### src/rtl/seg7_tick_pkg.sv
// Shared types and the 7-segment decode table for the tick counter display.
// Segment bits are active-high, bit0 = a .. bit6 = g.
package seg7_tick_pkg;

    typedef logic [6:0] seg7_t;

    localparam seg7_t SEG_BLANK = 7'h00;

    // Index 0..9 are decimal digits; 10..15 render as A b C d E F.
    localparam seg7_t SEG_TABLE [16] = '{
        7'h3F, 7'h06, 7'h5B, 7'h4F, 7'h66, 7'h6D, 7'h7D, 7'h07,
        7'h7F, 7'h6F, 7'h77, 7'h7C, 7'h39, 7'h5E, 7'h79, 7'h71
    };

    function automatic seg7_t seg_decode(input logic [3:0] value);
        return SEG_TABLE[value];
    endfunction

endpackage

### src/rtl/tick_sync_edge.sv
// Synchronizes an asynchronous toggle level and flags each transition (both
// directions) as a one-cycle event, suppressed until the chain is primed.
module tick_sync_edge #(
    parameter int SYNC_STAGES = 2
) (
    input  logic clk,
    input  logic rst_n,
    input  logic async_in,
    output logic event_o
);

    localparam logic [1:0] PRIME_LOAD = 2'(SYNC_STAGES);

    logic [SYNC_STAGES-1:0] sync_r;
    logic                   tick_s;
    logic                   tick_q;
    logic                   primed;
    logic [1:0]             prime_cnt;

    assign tick_s  = sync_r[SYNC_STAGES-1];
    assign event_o = primed && (tick_s != tick_q);

    always_ff @(posedge clk or negedge rst_n) begin
        if (!rst_n) begin
            sync_r    <= '0;
            tick_q    <= 1'b0;
            primed    <= 1'b0;
            prime_cnt <= PRIME_LOAD;
        end else begin
            sync_r <= {sync_r[SYNC_STAGES-2:0], async_in};
            // Before priming, tick_q shadows the value tick_s is about to take,
            // so a level already present at reset never looks like a transition.
            if (primed) begin
                tick_q <= tick_s;
            end else begin
                tick_q <= sync_r[SYNC_STAGES-2];
            end
            if (prime_cnt != 2'd0) begin
                prime_cnt <= prime_cnt - 2'd1;
            end
            if (prime_cnt == 2'd1) begin
                primed <= 1'b1;
            end
        end
    end

endmodule

### src/rtl/seg7_tick_counter.sv
// Counts upstream toggle events through a live-compared prescaler into a
// wrapping digit shown on a 7-segment display. Optional wrap strobe on dp
// is built only when SEG7_TICK_DP_STROBE_EN is defined.
module seg7_tick_counter
    import seg7_tick_pkg::*;
#(
    parameter int SYNC_STAGES = 2,
    parameter int DIGIT_MAX   = 9
) (
    input  logic       clk,
    input  logic       rst_n,
    input  logic       tick_in,
    input  logic [3:0] prescale,
    input  logic       hold,
    output logic [3:0] digit,
    output logic [6:0] seg,
    output logic       dp
);

    localparam logic [3:0] DMAX = 4'(DIGIT_MAX);

    logic       tick_event;
    logic       accept;
    logic       step;
    logic       at_max;
    logic [3:0] pre_cnt;

    tick_sync_edge #(
        .SYNC_STAGES (SYNC_STAGES)
    ) u_sync (
        .clk      (clk),
        .rst_n    (rst_n),
        .async_in (tick_in),
        .event_o  (tick_event)
    );

    assign accept = tick_event && !hold;
    assign step   = accept && (pre_cnt >= prescale);
    assign at_max = (digit == DMAX);

    always_ff @(posedge clk or negedge rst_n) begin
        if (!rst_n) begin
            pre_cnt <= 4'd0;
            digit   <= 4'd0;
        end else if (accept) begin
            if (step) begin
                pre_cnt <= 4'd0;
                digit   <= at_max ? 4'd0 : digit + 4'd1;
            end else begin
                pre_cnt <= pre_cnt + 4'd1;
            end
        end
    end

    assign seg = seg_decode(digit);

`ifdef SEG7_TICK_DP_STROBE_EN
    logic dp_r;

    always_ff @(posedge clk or negedge rst_n) begin
        if (!rst_n) begin
            dp_r <= 1'b0;
        end else if (step && at_max) begin
            dp_r <= ~dp_r;
        end
    end

    assign dp = dp_r;
`else
    assign dp = 1'b0;
`endif

endmodule

### config.mk
export PLATFORM = sky130hd
export DESIGN_NAME = seg7_tick_counter
export DESIGN_NICKNAME = d
export VERILOG_FILES = /design/src/rtl/seg7_tick_pkg.sv /design/src/rtl/tick_sync_edge.sv /design/src/rtl/seg7_tick_counter.sv
export SDC_FILE = /design/constraint.sdc
export NUM_CORES = 1
export LEC_CHECK = 0
export ABC_AREA = 1
export CAP_MARGIN = 10
export CELL_PAD_IN_SITES_DETAIL_PLACEMENT = 0
export CELL_PAD_IN_SITES_GLOBAL_PLACEMENT = 1
export CORE_MARGIN = 2
export CORE_UTILIZATION = 34
export DETAILED_ROUTE_END_ITERATION = 8
export MAX_ROUTING_LAYER = met4
export PLACE_DENSITY_LB_ADDON = 0.1
export REMOVE_ABC_BUFFERS = 1
export SYNTH_ARGS = -nofsm -noshare
export SYNTH_HDL_FRONTEND = slang
export SYNTH_HIERARCHICAL = 1
export SYNTH_SLANG_ARGS = --single-unit
### constraint.sdc
create_clock -name clk -period 1.2 [get_ports clk]
set_input_delay 0.18 -clock clk [delete_from_list [all_inputs] [get_ports clk]]
set_output_delay 0.18 -clock clk [all_outputs]
set_load 0.02 [all_outputs]
==> impl_metrics.csv <==
group,metric,value,unit
worst_setup_path,cp_data_arrival_time,1480,ps
global_route,grt_max_degree,9,
sta,fin_ws,-456,ps
synth,synthAdderAreaFrac,0.169,
clock_network,path_clk_slew,70,ps
pwr,ir_worst_vdd,0.000524,V
clock_network,root_buffer,"clkbuf_4",
die,start_util,0.362,
synth,async_flop_share,1.00,
synth,avgSynthCellArea,7.84,um^2
synth,ys_types,31,
worst_setup_path,cp-start-kind,"register",
placed_design,dpl.hpwl,1860,um
sta,layout_min_cycle_time,1660,ps
pwr,p_comb_frac,0.131,
finish,drive_gt1_frac,0.541,
routing,detail_route.wl_per_cell,11.1,um
sta,slew_viol_final,0,
pwr,p_switching,0.000196,W
synth,ys_ff_latch,14,
worst_setup_path,reg2reg_setup_slack,-280,ps
global_route,grt_pass1_wl,4130,um
placed_design,place_ws,-670,ps
die,die_w,61.2,um
sta,holdWs,169,ps
synth,synthMuxAreaShare,0,
finish,seq_area,357,um^2
worst_setup_path,rr_startpoint,"digit[1]",
clock_network,insertion_delay,260,ps
worst_setup_path,cp-startpoint,"digit[1]",
clock_network,max-clock-path-buffers,2,
finish,multi_input_area,831,um^2
pwr,switching_share,0.213,
placed_design,place.gp.congestion,0.757,
synth,yosysWarnings,6,
synth,synthSimpleGateAreaFrac,0.287,
global_route,grt_pass1_vias,936,
run_status,failed_checks,"setup timing",
placed_design,io_buffer_count,18,
die,coreArea,3080,um^2
die,dieArea,3750,um^2
die,io_pins,20,
pwr,pwr-share-seq,0.526,
finish,post-route-util,0.612,
worst_setup_path,reg2regPathDepth,10,
worst_setup_path,r2r-end,"digit[0]",
synth,syn_area,1110,um^2
run_status,status,"complete, but fails checks",
sta,max_clock_freq,604,MHz
pwr,internal_power,0.000725,W
synth,synth_flop_cell,"dfrtp_1",
synth,synth_top_family_by_area,"simple AND/OR/NAND/NOR gates",
finish,antennaDiodeCount,0,
sta,min_period_over_period,1.38,
worst_setup_path,critical_path.max_fanout,4,
routing,drcViolationCount,0,
finish,fillerInstances,262,
worst_setup_path,crit_path_end,"seg[3]",
finish,synthToLayoutAreaGrowth,69.2,%
worst_hold_path,hold_path.class,"primary input to asynchronous set/reset pin",
die,fp-row-count,20,
global_route,antenna_found_initial,0,
synth,seq_area_frac_synth,0.316,
finish,num-nets-final,218,
synth,synth_edf_count,0,
worst_setup_path,crit_required,1020,ps
sta,finalHoldViolCount,0,
routing,dr.pass1.iters,4,
pwr,total_leakage_power,0.901,nW
sta,rsz0062_at_grt,"yes",
clock_network,cts_buffers,3,
clock_network,cts_tree,"built",
routing,ant_nets,0,
placed_design,dpl.cell_count,224,
worst_setup_path,path_class,"register to primary output",
clock_network,htreeDepth,1,
run,maxCapViolations,0,
clock_network,cts_sinks,14,
pwr,clock_power_share,0.342,
synth,syn_inst,142,
routing,vias,1057,
routing,vias_per_cell,4.44,
synth,synth-compound-area-share,0.0742,
global_route,grtUsageTotal,0.148,
die,die_h,61.2,um
sta,skew,5.16,ps
worst_setup_path,cp-end-kind,"primary output",
finish,stdcell_count,238,
routing,drt-initial-drc-count,43,
routing,postRouteWirelength,2650,um
global_route,overflow,0,
sta,setup_viol,18,
synth,synthXorXnorAreaFrac,0.0382,
pwr,power_density,489,nW/um^2
[cell usage in the layout, fill, tap and decap left out, types with 2 or more instances in the layout]
cell type	count
a21oi_4	2
buf_12	2
buf_4	25
buf_6	17
clkbuf_4	3
clkdlybuf4s50_1	7
dfrtp_1	9
dfrtp_2	4
ha_1	5
ha_4	9
inv_1	12
inv_2	10
inv_4	4
nand2_1	26
nand2_2	12
nand2_4	2
nand3_1	6
nand4_1	4
nor2_1	6
nor2_2	2
nor2_4	2
o21ai_0	3
o21ai_1	2
xor2_1	2
[Yosys cell counts (2+ instances only)]
cell type  count  area, um^2
a21oi_1        2        10.0
buf_4          3        22.5
dfrtp_1       13         325
ha_1          15         188
inv_1         21        78.8
inv_2          4        15.0
nand2_1       38         143
nand3_1        7        35.0
nand4_1        4        25.0
nor2_1         7        26.3
nor2_4         2        22.5
o21ai_0        5        25.0
o21ai_1        2        10.0
xor2_1         2        17.5
[critical path: stages (launching register included)]
cell and delay (ps):
dfrtp_2 450, buf_6 140, ha_4 150, inv_2 50, nand2_2 40, a32oi_1 200, buf_4 170
[repair_timing]
item                                    CTS  global route
setup buffers                             4             6
endpoints found under the setup margin   19            19
hold buffers                              0             0
hold endpoints to repair                  0             0
resized for setup                        96            35
pin swaps                                16            18
[power by group through the flow]
stage               clock, W  combinational, W  sequential [W]
floorplan                  0         0.0000481        0.000491
global placement           0         0.0000937        0.000493
detailed placement         0         0.0000961        0.000493
CTS                 0.000327          0.000116        0.000485
global route        0.000364          0.000134        0.000485
finish              0.000315          0.000121        0.000485
[registers in the layout, indices dropped and copies added, names as in the netlist]
name / cells
digit: 4
u_sync/sync_r: 2
u_sync/prime_cnt: 2
u_sync/tick_q: 1
u_sync/primed: 1
pre_cnt: 4
[per-stage QoR]
step / power [W] / area (um^2) / TNS (ps)
after floorplan: 0.000540 / 1090 / -3170
after global placement: 0.000586 / 1510 / -8200
final: 0.000921 / 1880 / -4290
after CTS: 0.000927 / 1710 / -4220
after detailed placement: 0.000589 / 1510 / -8620
after global routing: 0.000983 / 1880 / -5580
[cells by family after synthesis]
kind of cell | Yosys count
and+or+nand+nor | 64
buffers and inverters | 30
adders and majority gates | 15
AOI/OAI and AO/OA | 14
DFF | 14
xor gates and xnor gates | 4
other | 1
[cell type report]
cell class | count | area share
multi-input cells | 98 | 0.441
clock buffers | 4 | 0.0193
inverters | 27 | 0.0618
flip-flops and latches | 14 | 0.189
well taps | 44 | 0.0292
repair buffers | 51 | 0.260
[metal layers]
layer	global-route usage	wire length (um)	vias up	part of all wire
li1	-	-	542	-
met5	-	0	-	0
met3	0.0126	97	4	0.037
met4	0.0280	17	0	0.0064
met1	0.208	1200	493	0.45
met2	0.236	1340	18	0.50
[worst min-delay path by stage]
stage / from / end / slack (ps) / cells past startpoint
5_1_grt: rst_n / u_sync/sync_r[1] / 150 / 1
6_report: rst_n / u_sync/primed / 170 / 1
4_1_cts: rst_n / u_sync/primed / 170 / 1
3_3_place_gp: u_sync/sync_r[0] / u_sync/sync_r[1] / 360 / 0
2_1_floorplan: rst_n / digit[0] / -120 / 0
3_5_place_dp: u_sync/sync_r[0] / u_sync/sync_r[1] / 370 / 0
Power figures use the tool's default switching activity.
